[config.mk]
export PLATFORM = sky130hd
export DESIGN_NAME = decode_stage
export DESIGN_NICKNAME = d
export VERILOG_FILES = /design/src/rtl/decode_stage.sv
export SDC_FILE = /design/constraint.sdc
export NUM_CORES = 1
export LEC_CHECK = 0
export BUFFER_PORTS_ARGS = -buffer_cell sky130_fd_sc_hd__buf_2
export CAP_MARGIN = 20
export CORE_ASPECT_RATIO = 0.7
export CORE_MARGIN = 4
export CORE_UTILIZATION = 35
export CTS_CLUSTER_DIAMETER = 150
export CTS_CLUSTER_SIZE = 10
export DETAILED_ROUTE_END_ITERATION = 7
export SYNTH_ARGS = -nofsm -noshare
export SYNTH_HDL_FRONTEND = slang
export SYNTH_SLANG_ARGS = --single-unit
[constraint.sdc]
create_clock -name clk -period 2.31 [get_ports clk]
set_input_delay 0.462 -clock clk [delete_from_list [all_inputs] [get_ports clk]]
set_output_delay 0.462 -clock clk [all_outputs]
set_load 0.05 [all_outputs]
[src/rtl/decode_stage.sv]
// Decode stage: registers fetch output, decodes RV64 fields/immediates/control, load-use interlock.
// Optional build macro DECODE_ILLEGAL_TRAP_EN enables illegal-instruction flagging on illegal_out.
module decode_stage #(
  parameter logic [63:0] NOP_INSTR      = 64'h0000_0000_0000_0013,
  parameter bit          LOAD_USE_STALL = 1'b1
) (
  input  logic        clk,
  input  logic        reset,
  input  logic        stall_in,
  input  logic        flush_in,
  input  logic [63:0] pc_in,
  input  logic [63:0] instr_in,
  input  logic        branch_predicted_taken_in,
  output logic        stall_out,
  output logic        valid_out,
  output logic [63:0] pc_out,
  output logic        branch_predicted_taken_out,
  output logic [4:0]  rs1_out,
  output logic [4:0]  rs2_out,
  output logic [4:0]  rd_out,
  output logic        rs1_read_out,
  output logic        rs2_read_out,
  output logic [63:0] imm_out,
  output logic [3:0]  alu_op_out,
  output logic        alu_src_pc_out,
  output logic        alu_src_imm_out,
  output logic        word_out,
  output logic        mem_read_out,
  output logic        mem_write_out,
  output logic [2:0]  mem_width_out,
  output logic        reg_write_out,
  output logic        branch_out,
  output logic        jump_out,
  output logic        illegal_out
);

  localparam int unsigned XLEN = 64;

  localparam logic [6:0] OPC_LUI    = 7'b0110111;
  localparam logic [6:0] OPC_AUIPC  = 7'b0010111;
  localparam logic [6:0] OPC_JAL    = 7'b1101111;
  localparam logic [6:0] OPC_JALR   = 7'b1100111;
  localparam logic [6:0] OPC_BRANCH = 7'b1100011;
  localparam logic [6:0] OPC_LOAD   = 7'b0000011;
  localparam logic [6:0] OPC_STORE  = 7'b0100011;
  localparam logic [6:0] OPC_OPIMM  = 7'b0010011;
  localparam logic [6:0] OPC_OP     = 7'b0110011;
  localparam logic [6:0] OPC_OPIMM32 = 7'b0011011;
  localparam logic [6:0] OPC_OP32   = 7'b0111011;

  localparam logic [3:0] ALU_ADD    = 4'd0;
  localparam logic [3:0] ALU_SUB    = 4'd1;
  localparam logic [3:0] ALU_SLL    = 4'd2;
  localparam logic [3:0] ALU_SLT    = 4'd3;
  localparam logic [3:0] ALU_SLTU   = 4'd4;
  localparam logic [3:0] ALU_XOR    = 4'd5;
  localparam logic [3:0] ALU_SRL    = 4'd6;
  localparam logic [3:0] ALU_SRA    = 4'd7;
  localparam logic [3:0] ALU_OR     = 4'd8;
  localparam logic [3:0] ALU_AND    = 4'd9;
  localparam logic [3:0] ALU_PASS_B = 4'd10;

  typedef struct packed {
    logic [4:0]      rs1;
    logic [4:0]      rs2;
    logic [4:0]      rd;
    logic            rs1_read;
    logic            rs2_read;
    logic [XLEN-1:0] imm;
    logic [3:0]      alu_op;
    logic            alu_src_pc;
    logic            alu_src_imm;
    logic            word;
    logic            mem_read;
    logic            mem_write;
    logic [2:0]      mem_width;
    logic            reg_write;
    logic            branch;
    logic            jump;
    logic            illegal;
  } dec_t;

  // funct3 -> ALU op; alt (instr[30]) picks SUB only for register ops, SRA for both
  function automatic logic [3:0] alu_from_f3(input logic [2:0] f3, input logic alt,
                                             input logic reg_op);
    logic [3:0] op;
    case (f3)
      3'b000:  op = (alt && reg_op) ? ALU_SUB : ALU_ADD;
      3'b001:  op = ALU_SLL;
      3'b010:  op = ALU_SLT;
      3'b011:  op = ALU_SLTU;
      3'b100:  op = ALU_XOR;
      3'b101:  op = alt ? ALU_SRA : ALU_SRL;
      3'b110:  op = ALU_OR;
      default: op = ALU_AND;
    endcase
    return op;
  endfunction

  dec_t            dec_q, dec_d, dec_now;
  logic            valid_q, valid_d;
  logic [XLEN-1:0] pc_q, pc_d;
  logic            bpt_q, bpt_d;
  logic            hazard_c;

  logic [6:0]      opcode;
  logic [4:0]      rd_f, rs1_f, rs2_f;
  logic [2:0]      funct3;
  logic [6:0]      funct7;
  logic [XLEN-1:0] imm_i, imm_s, imm_b, imm_u, imm_j;
  logic            supported;
  logic            is_nop;

  assign opcode = instr_in[6:0];
  assign rd_f   = instr_in[11:7];
  assign funct3 = instr_in[14:12];
  assign rs1_f  = instr_in[19:15];
  assign rs2_f  = instr_in[24:20];
  assign funct7 = instr_in[31:25];
  assign is_nop = (instr_in == NOP_INSTR);

  assign imm_i = {{52{instr_in[31]}}, instr_in[31:20]};
  assign imm_s = {{52{instr_in[31]}}, instr_in[31:25], instr_in[11:7]};
  assign imm_b = {{51{instr_in[31]}}, instr_in[31], instr_in[7], instr_in[30:25],
                  instr_in[11:8], 1'b0};
  assign imm_u = {{32{instr_in[31]}}, instr_in[31:12], 12'b0};
  assign imm_j = {{43{instr_in[31]}}, instr_in[31], instr_in[19:12], instr_in[20],
                  instr_in[30:21], 1'b0};

  // Combinational decode of the instruction currently offered by fetch
  always_comb begin
    dec_now   = '0;
    supported = 1'b1;
    case (opcode)
      OPC_LUI: begin
        dec_now.rd          = rd_f;
        dec_now.imm         = imm_u;
        dec_now.alu_op      = ALU_PASS_B;
        dec_now.alu_src_imm = 1'b1;
        dec_now.reg_write   = 1'b1;
      end
      OPC_AUIPC: begin
        dec_now.rd          = rd_f;
        dec_now.imm         = imm_u;
        dec_now.alu_op      = ALU_ADD;
        dec_now.alu_src_pc  = 1'b1;
        dec_now.alu_src_imm = 1'b1;
        dec_now.reg_write   = 1'b1;
      end
      OPC_JAL: begin
        dec_now.rd         = rd_f;
        dec_now.imm        = imm_j;
        dec_now.alu_op     = ALU_ADD;
        dec_now.alu_src_pc = 1'b1;
        dec_now.jump       = 1'b1;
        dec_now.reg_write  = 1'b1;
      end
      OPC_JALR: begin
        dec_now.rd         = rd_f;
        dec_now.rs1        = rs1_f;
        dec_now.rs1_read   = 1'b1;
        dec_now.imm        = imm_i;
        dec_now.alu_op     = ALU_ADD;
        dec_now.alu_src_pc = 1'b1;
        dec_now.jump       = 1'b1;
        dec_now.reg_write  = 1'b1;
      end
      OPC_BRANCH: begin
        dec_now.rs1      = rs1_f;
        dec_now.rs2      = rs2_f;
        dec_now.rs1_read = 1'b1;
        dec_now.rs2_read = 1'b1;
        dec_now.imm      = imm_b;
        dec_now.alu_op   = ALU_SUB;
        dec_now.branch   = 1'b1;
      end
      OPC_LOAD: begin
        dec_now.rd          = rd_f;
        dec_now.rs1         = rs1_f;
        dec_now.rs1_read    = 1'b1;
        dec_now.imm         = imm_i;
        dec_now.alu_op      = ALU_ADD;
        dec_now.alu_src_imm = 1'b1;
        dec_now.mem_read    = 1'b1;
        dec_now.mem_width   = funct3;
        dec_now.reg_write   = 1'b1;
      end
      OPC_STORE: begin
        dec_now.rs1         = rs1_f;
        dec_now.rs2         = rs2_f;
        dec_now.rs1_read    = 1'b1;
        dec_now.rs2_read    = 1'b1;
        dec_now.imm         = imm_s;
        dec_now.alu_op      = ALU_ADD;
        dec_now.alu_src_imm = 1'b1;
        dec_now.mem_write   = 1'b1;
        dec_now.mem_width   = funct3;
      end
      OPC_OPIMM, OPC_OPIMM32: begin
        dec_now.rd          = rd_f;
        dec_now.rs1         = rs1_f;
        dec_now.rs1_read    = 1'b1;
        dec_now.imm         = imm_i;
        dec_now.alu_op      = alu_from_f3(funct3, funct7[5], 1'b0);
        dec_now.alu_src_imm = 1'b1;
        dec_now.word        = (opcode == OPC_OPIMM32);
        dec_now.reg_write   = 1'b1;
      end
      OPC_OP, OPC_OP32: begin
        dec_now.rd        = rd_f;
        dec_now.rs1       = rs1_f;
        dec_now.rs2       = rs2_f;
        dec_now.rs1_read  = 1'b1;
        dec_now.rs2_read  = 1'b1;
        dec_now.alu_op    = alu_from_f3(funct3, funct7[5], 1'b1);
        dec_now.word      = (opcode == OPC_OP32);
        dec_now.reg_write = 1'b1;
      end
      default: supported = 1'b0;
    endcase

    if (dec_now.rd == 5'd0 || is_nop) begin
      dec_now.reg_write = 1'b0;
    end

`ifdef DECODE_ILLEGAL_TRAP_EN
    if (!supported || (instr_in[63:32] != 32'd0) || (instr_in[1:0] != 2'b11) ||
        (((opcode == OPC_OP) || (opcode == OPC_OP32)) &&
         (funct7 != 7'h00) && (funct7 != 7'h20))) begin
      dec_now         = '0;
      dec_now.illegal = 1'b1;
    end
`else
    if (!supported) begin
      dec_now = '0;
    end
`endif
  end

  // Load in execute slot whose rd is consumed by the instruction waiting in fetch
  always_comb begin
    hazard_c = 1'b0;
    if (LOAD_USE_STALL && valid_q && dec_q.mem_read && (dec_q.rd != 5'd0)) begin
      hazard_c = (dec_now.rs1_read && (dec_now.rs1 == dec_q.rd)) ||
                 (dec_now.rs2_read && (dec_now.rs2 == dec_q.rd));
    end
  end

  assign stall_out = hazard_c & ~flush_in & ~reset;

  // Next-state: flush > stall > hazard bubble > decode
  always_comb begin
    valid_d = valid_q;
    dec_d   = dec_q;
    pc_d    = pc_q;
    bpt_d   = bpt_q;
    if (flush_in || (!stall_in && hazard_c)) begin
      valid_d = 1'b0;
      dec_d   = '0;
      pc_d    = '0;
      bpt_d   = 1'b0;
    end else if (!stall_in) begin
      valid_d = 1'b1;
      dec_d   = dec_now;
      pc_d    = pc_in;
      bpt_d   = branch_predicted_taken_in;
    end
  end

  always_ff @(posedge clk) begin
    if (reset) begin
      valid_q <= 1'b0;
      dec_q   <= '0;
      pc_q    <= '0;
      bpt_q   <= 1'b0;
    end else begin
      valid_q <= valid_d;
      dec_q   <= dec_d;
      pc_q    <= pc_d;
      bpt_q   <= bpt_d;
    end
  end

  assign valid_out                  = valid_q;
  assign pc_out                     = pc_q;
  assign branch_predicted_taken_out = bpt_q;
  assign rs1_out                    = dec_q.rs1;
  assign rs2_out                    = dec_q.rs2;
  assign rd_out                     = dec_q.rd;
  assign rs1_read_out               = dec_q.rs1_read;
  assign rs2_read_out               = dec_q.rs2_read;
  assign imm_out                    = dec_q.imm;
  assign alu_op_out                 = dec_q.alu_op;
  assign alu_src_pc_out             = dec_q.alu_src_pc;
  assign alu_src_imm_out            = dec_q.alu_src_imm;
  assign word_out                   = dec_q.word;
  assign mem_read_out               = dec_q.mem_read;
  assign mem_write_out              = dec_q.mem_write;
  assign mem_width_out              = dec_q.mem_width;
  assign reg_write_out              = dec_q.reg_write;
  assign branch_out                 = dec_q.branch;
  assign jump_out                   = dec_q.jump;
  assign illegal_out                = dec_q.illegal;

endmodule

Yosys cells after proc, flatten, opt, wreduce, memory -nomap -nowiden. Index checks and enable logic that the tools add are counted. Widths: inputs -> output; s select.

Bits in read-only memories: 0. Register bits after elaboration: 163. Output and inout bits: 164. Word-level logic and storage cells: 93. Latch bits: 0. Memories: 0. RAM bits: 0. Input port bits: 133.

Add/subtract/negate cells: 0. Bitwise logic cells: 4. Muxes and demuxes: 24. $lt $le $gt $ge: 0. Div/mod/pow operators: 0. Multipliers: 0. Equality and inequality tests: 20. Reduce and logical (&&, ||, !) cells: 25. Shifts and indexed selects: 0.

Operators with widths (count): $pmux 64 s5 (1); $mux 97 (1); $eq 64x5->1 const B (1); $pmux 4 s7 (2); $eq 7x6->1 const B (4); $eq 7x5->1 const B (3); $eq 7x7->1 const B (3); $pmux 4 s4 (1); $mux 5 (3); $mux 1 (14); $reduce_or 2->1 (6); $reduce_or 11->1 (1); $eq 5x5->1 (2); $eq 3x3->1 const B (3); $reduce_or 9->1 (1); $reduce_or 4->1 (2); $reduce_or 8->1 (1); $eq 7x2->1 const B (1); $eq 3x2->1 const B (2); $reduce_or 6->1 (1); $logic_and 1x1->1 (5); $logic_not 5->1 (1); $reduce_bool 5->1 (1); $eq 3x1->1 const B (1); 8 further kinds (12).

Logic depth before layout (Yosys ltp). Gate-level depths: netlist of run 1.

Depth after elaboration: 14. Mapped depth: 9. Gate-level depth less buffers: 5.

Least setup slack after synthesis of run 1. OpenSTA, ideal clock, no wires.

Kind: register to output. From: reg dec_q, in the netlist rd_out[0]. To: out stall_out. Required time: 1848 ps. Buffers on the path: 0. Cell stages (with the launch flop): 5. Arrival: 2537 ps. Slack: -689 ps. Path through: dfxtp_1 -> xor2_1 -> nor3_1 -> o2111ai_4 -> a211oi_1.

Longest elaborated chain between the ends: 6. Elaborated cells between the ends (all ways): 10. Classes of those cells: eq/ne (2); mux (1); bitwise (2); reduce/logical (5).

RTL lines: from (decl) (RTL line 100) `dec_t dec_q, dec_d, dec_now;`; from (signal assigned) (RTL line 273) `dec_q <= '0;`; from (signal assigned) (RTL line 278) `dec_q <= dec_d;`; $eq 5x5->1, on equally long branches (RTL line 244, 245); $logic_and 1x1->1, on equally long branches (RTL line 244, 245); $logic_or 1x1->1 (RTL line 244) `hazard_c = (dec_now.rs1_read && (dec_now.rs1 == dec_q.rd)) ||`; $mux 1 * (RTL line 243) `if (LOAD_USE_STALL && valid_q && dec_q.mem_read && (dec_q.rd != 5'd0)) begin`; $and 1x1->1 * (2 in series) (RTL line 249) `assign stall_out = hazard_c & ~flush_in & ~reset;`; to (decl) (RTL line 14) `output logic stall_out,`.

Mark *: on every way between the ends. The rest lies on a longest branch, timed or not.

Worst setup path after layout of run 1.
From: reg dec_q, in the netlist rd_out[4]. To: out stall_out.

The elaborated chain is that of the path after synthesis.

==> impl_metrics.csv, run 1 <==
group,metric,value,unit
power,p_seq_frac,0.407,
critical_path,crit_required,1.85,ns
power,swShare,0.270,
hold_path,min_path_cells,3,
cells_and_area,area_growth,36.3,%
power,p_int,4140,uW
clock_tree,clock_path_buffers,2,
cells_and_area,fin_cells,1191,
critical_path,crit_fanout,2,
critical_path,start_kind,"register",
critical_path,crit_chain,"xor2_1 > nor3_1 > buf_4 > o2111ai_4 > a211oi_4 > buf_6",
logic_synthesis,synth_cell_type_count,62,
grt,grt_pass1_vias,5601,
logic_synthesis,syn_inst,710,
floorplan,placementRows,40,
floorplan,core-area,17100,um^2
floorplan,start_util,0.355,
power,ir_drop,0.379,mV
sta,timing.final.ws_setup,0.0302,ns
logic_synthesis,ys_seq_area_frac,0.428,
logic_synthesis,async_reset_ff_frac,0,
grt,overflow,0,
power,clkPwrFrac,0.474,
critical_path,arrival,1.82,ns
logic_synthesis,synth-main-ff-cell,"dfxtp_1",
power,p_leak,0.00365,uW
detailed_routing,antenna_left,0,
logic_synthesis,syn-cell-area,6080,um^2
hold_path,holdCritStartpoint,"pc_in[16]",
grt,grt_usage,0.203,
detailed_routing,dr_total_vias,5995,
detailed_routing,routedWlPerCell,17.2,um
run_status,outcome,"finished, final reports clean",
clock_tree,cts_tree,"yes",
clock_tree,cts_htree_levels,4,
logic_synthesis,synth_seq_cells,130,
logic_synthesis,syn-num-nets,843,
place,routabilityCongestion,0.908,
cells_and_area,final_nets,1080,
cells_and_area,drive_gt1_frac,0.393,
place,portBuffers,263,
power,p_sw,1530,uW
hold_path,hold_class,"input pin to register",
clock_tree,clock-root-buffer,"clkbuf_16",
power,pwr-share-comb,0.119,
sta,timing.final.max_slew_violations,0,
sta,setup_violations,0,
floorplan,die_w,166,um
sta,rsz0062_at_grt,"yes",
critical_path,timing.rr.start,"rd_out[4]",
detailed_routing,drc,0,
clock_tree,numCtsBuffers,17,
sta,final.period_utilization,0.987,
detailed_routing,totalWireLength,20500,um
detailed_routing,drt-vias-per-instance,5.03,
logic_synthesis,syn_avg_cell_area,8.56,um^2
critical_path,r2r_cells,9,
sta,clock_skew,0.00995,ns
clock_tree,clk_latency,0.42,ns
grt,grt_max_degree,76,
clock_tree,clock-sinks,130,
sta,timing.fmax,0.439,GHz
logic_synthesis,synth_area_leader_cell,"dfxtp_1",
cells_and_area,diodes,0,
logic_synthesis,synth_edf_count,0,
floorplan,top_level_ports,297,
critical_path,max_stage_delay,0.33,ns
power,total_power,5670,uW
clock_tree,holdBufCountCts,0,
logic_synthesis,netlist.area_leader.share,0.428,
critical_path,crit_type,"register to primary output",
sta,period_minus_slack,2.28,ns
critical_path,cp_slowest_cell,"dfxtp_2",
logic_synthesis,netlist_top_cells_area,"dfxtp_1 43%, nand3b_1 8.4%, nand2_1 7.2%",
floorplan,dieArea,19600,um^2
grt,antenna_found_initial,0,
detailed_routing,initialDrtViolationCount,525,
grt,grt_pass1_wl,31400,um
floorplan,die_h,118,um
sta,hold_viol,0,
critical_path,crit_path_end_kind,"primary output",
place,dp_worst_setup_slack,0.0224,ns
critical_path,cp-startpoint,"rd_out[4]",
logic_synthesis,synth_warnings,0,
place,dp.cells,1156,
clock_tree,cts.reportedPaths.clkPinSlew,0.06,ns
power,power_density,684,nW/um^2
place,place_hpwl,14700,um
detailed_routing,drtPass1Iterations,5,
flow_run,cap_violations,0,
-- path summary, 6_finish.rpt --
check                      to  slack (ns)
hold reg to reg    pc_out[53]        0.44
hold / removal     pc_out[16]        0.30
setup reg to reg  imm_out[14]        0.27
setup / recovery    stall_out        0.03
-- synthesized netlist by cell type, drive strengths merged (3+ instances only) --
cell type	instances
or4	3
xor2	8
nor2	9
dfxtp	130
inv	3
o21ai	81
nand3	12
nand2	116
a21boi	3
a32o	3
nand3b	68
nor3	32
mux2i	4
or2	4
a211oi	7
buf	50
clkbuf	48
a21oi	18
nand2b	3
nor4	3
o32ai	3
nor2b	25
a22oi	22
and2	4
a2111oi	8
o41ai	14
a32oi	3
-- critical path, delay by kind of cell, from the launching register on --
kind	cells	cell delay (ns)
XOR/XNOR	1	0.16
AO/OA/AOI/OAI	2	0.38
AND/OR/NAND/NOR	1	0.20
flip-flops	1	0.33
buffers and inverters	2	0.34
-- metrics by stage --
step	hold WS (ns)	area (um^2)	TNS (ns)	utilization
global route	0.285	8290	-0.0300	0.484
CTS	0.286	8280	0	0.484
floorplan	0.597	6100	0	-
global placement	0.428	7650	0	0.447
finish	0.303	8290	0	0.484
detailed placement	0.429	7650	0	0.447
-- flip-flops by register name (all words and copies together) (netlist names) --
name / cells
mem_read_out: 1
rs2_read_out: 1
alu_op_out: 4
rs2_out: 5
imm_out: 32
alu_src_pc_out: 1
rs1_out: 5
mem_write_out: 1
pc_out: 64
alu_src_imm_out: 1
rs1_read_out: 1
branch_predicted_taken_out: 1
mem_width_out: 3
branch_out: 1
reg_write_out: 1
valid_out: 1
jump_out: 1
word_out: 1
rd_out: 5
-- final cells by class --
cell class / instances / area [um^2]
multi-input cells: 479 / 2960
well taps: 231 / 289
repair buffers: 316 / 1820
clock buffers: 18 / 439
inverters: 3 / 11.3
fillers: 1711 / 8830
clock inverters: 14 / 153
flip-flops and latches: 130 / 2610
-- cells by family after synthesis --
group	after synthesis	share of synthesized area
buf+inv	101	0.0918
mux	4	0.00659
simple gates	288	0.255
flops	130	0.428
other cells	1	0.000617
compound gates	176	0.203
xor+xnor	10	0.0144
-- placed cells by master, fill, tap and decap left out, drive strengths merged, types with 3 or more instances in the layout --
| cell | n |
|---|---|
| a22oi | 22 |
| xor2 | 8 |
| o21ai | 81 |
| clkbuf | 18 |
| a21oi | 18 |
| o32ai | 3 |
| nand2b | 3 |
| dfxtp | 130 |
| or2 | 4 |
| buf | 316 |
| nand3b | 68 |
| nand3 | 12 |
| o41ai | 14 |
| nor4 | 3 |
| nor2 | 9 |
| a32o | 3 |
| a2111oi | 8 |
| a211oi | 7 |
| nor2b | 25 |
| or4 | 3 |
| and2 | 4 |
| mux2i | 4 |
| a21boi | 3 |
| inv | 6 |
| nor3 | 32 |
| a32oi | 3 |
| clkinv | 8 |
| nand2 | 116 |
-- per-layer routing --
metal | vias up | wire length (um) | track usage
met1 | 2753 | 9020 | 0.279
met2 | 267 | 8690 | 0.288
met4 | 0 | 103 | 0.0448
met5 | - | 0 | 0
li1 | 2965 | - | -
met3 | 10 | 2710 | 0.0959
-- timing repair --
item                                    4_1_cts  5_1_grt
gates resized for setup                       6        1
endpoints found under the setup margin        1        1
pin swaps                                     4        2
setup buffers                                 2        1
-- power groups by stage --
stage	logic [uW]	clock network [uW]	registers, uW
final	674	2690	2310
after floorplan	247	0	2520
after global placement	669	0	2360
after detailed placement	669	0	2360
after global routing	722	2880	2310
after CTS	673	2760	2310
Power figures use the tool's default switching activity.
==> run 2: changes to the inputs <==
--- a/config.mk
+++ b/config.mk
@@ -7,7 +7,7 @@
 export LEC_CHECK = 0
 export BUFFER_PORTS_ARGS = -buffer_cell sky130_fd_sc_hd__buf_2
 export CAP_MARGIN = 20
-export CORE_ASPECT_RATIO = 0.7
+export CORE_ASPECT_RATIO = 0.8
 export CORE_MARGIN = 4
 export CORE_UTILIZATION = 35
 export CTS_CLUSTER_DIAMETER = 150
==> run 2 against run 1 <==
Effect of this change: the flow now finishes with violations (negative setup slack); power up 3.9%; first-iteration DRC count down 25%; sequential cell count unchanged; setup slack worse by 0.048 ns; register-to-register slack worse by 0.05 ns.
==> impl_metrics.csv, run 2 (synthesis results as in run 1) <==
group,metric,value,unit
grt,use_met2,0.322,
clock_tree,clock-root-buffer,"clkbuf_16",
detailed_routing,routedWlPerCell,17.7,um
floorplan,placementRows,42,
sta,timing.final.max_slew_violations,0,
detailed_routing,totalWireLength,20800,um
critical_path,crit_fanout,5,
critical_path,timing.rr.start,"rd_out[0]",
floorplan,die_h,126,um
power,p_leak,0.00364,uW
detailed_routing,dr_total_vias,5999,
critical_path,cp-startpoint,"rd_out[0]",
power,power_density,711,nW/um^2
run_status,violations,"negative setup slack",
sta,period_minus_slack,2.33,ns
cells_and_area,largest_register_ffs,64,
critical_path,crit_path_end_kind,"primary output",
hold_path,hold_class,"input pin to register",
critical_path,crit_type,"register to primary output",
grt,grt_pass1_vias,5498,
critical_path,start_kind,"register",
place,routabilityCongestion,0.900,
detailed_routing,drtPass1Iterations,5,
cells_and_area,fin_cells,1176,
clock_tree,clock_path_buffers,2,
critical_path,arrival,1.87,ns
power,pwr-share-comb,0.113,
detailed_routing,initialDrtViolationCount,394,
sta,clock_skew,0.0137,ns
clock_tree,clock-sinks,130,
sta,timing.final.ws_setup,-0.0173,ns
flow_run,cap_violations,0,
grt,busiest_layer,"met2",
grt,met3_usage,0.0645,
cells_and_area,layout_commonest_cell,"buf_2",
sta,final.period_utilization,1.01,
sta,setup_violations,1,
detailed_routing,drc,0,
clock_tree,numCtsBuffers,17,
power,total_power,5890,uW
power,p_sw,1560,uW
grt,grt_usage,0.204,
detailed_routing,drt-vias-per-instance,5.10,
floorplan,top_level_ports,297,
sta,timing.fmax,0.430,GHz
clock_tree,cts.reportedPaths.clkPinSlew,0.07,ns
clock_tree,cts_tree,"yes",
power,swShare,0.264,
floorplan,die_w,155,um
place,portBuffers,263,
grt,antenna_found_initial,1,
cells_and_area,final_nets,1075,
power,clkPwrFrac,0.495,
grt,grt_max_degree,125,
sta,fin_tns_setup,-0.0173,ns
power,p_int,4340,uW
clock_tree,clk_latency,0.42,ns
sta,hold_viol,0,
sta,rsz0062_at_grt,"yes",
grt,grt_pass1_wl,31600,um
floorplan,start_util,0.362,
floorplan,core-area,16800,um^2
cells_and_area,layout_common_cells,"261 x buf_2, 126 x dfxtp_1, 116 x nand2_1",
floorplan,dieArea,19600,um^2
sta,hold_slack,0.300,ns
hold_path,holdCritStartpoint,"pc_in[15]",
power,ir_drop,0.420,mV
grt,overflow,0,
cells_and_area,area_growth,36.2,%
detailed_routing,antenna_left,0,
clock_tree,cts_htree_levels,4,
place,dp.cells,1140,
cells_and_area,post-route-util,0.492,
critical_path,crit_required,1.85,ns
run_status,outcome,"complete, but fails checks",
place,place_hpwl,14600,um
power,p_seq_frac,0.392,
grt,grt_use_met1,0.271,
cells_and_area,drive_gt1_frac,0.387,
run 2: path summary, 6_finish.rpt:
path,endpoint,slack (ns),cells after the start
worst min-delay path,pc_out[15],0.30,3
worst max register to register,imm_out[22],0.22,6
worst min register to register,pc_out[23],0.44,2
worst max-delay path,stall_out,-0.02,5
run 2: metal layers:
metal / vias to the layer above / wire, um
li1: 2957 / -
met2: 236 / 9520
met5: - / 0
met3: 23 / 1860
met4: 0 / 276
met1: 2783 / 9140
run 2: per-stage QoR:
| stage | instance area [um^2] | worst slack [ns] |
|---|---|---|
| 6_report | 8280 | -0.0173 |
| 5_1_grt | 8280 | -0.138 |
| 4_1_cts | 8280 | 0.00281 |
| 3_5_place_dp | 7600 | 0.0367 |
| 3_3_place_gp | 7600 | 0.0481 |
| 2_1_floorplan | 6100 | 0.0114 |
run 2: critical path, cell delays in order (launching register included):
cell and delay [ns]:
dfxtp_4 0.37, xor2_1 0.18, nor3_2 0.28, nand3_2 0.15, a211oi_4 0.29, buf_6 0.19
run 2: area by class of cell:
type	count	area (um^2)
Inverter	3	11.3
Sequential cell	130	2610
Timing Repair Buffer	311	1790
Multi-Input combinational cell	479	2960
Antenna cell	1	2.50
Clock buffer	18	429
Tap cell	220	275
Clock inverter	14	204
Fill cell	1662	8530
run 2: power by group through the flow:
stage	clock network, uW	logic [uW]	registers (uW)
5_1_grt	3080	715	2310
3_3_place_gp	0	662	2360
3_5_place_dp	0	664	2360
6_report	2920	668	2310
4_1_cts	2980	667	2310
2_1_floorplan	0	247	2520
run 2: what timing repair did:
item                       in CTS  in global routing
buffers inserted                3                  0
gates resized for setup         7                  0
setup endpoints to repair       1                  1
hold buffers                    0                  0
pin swaps                       5                  2
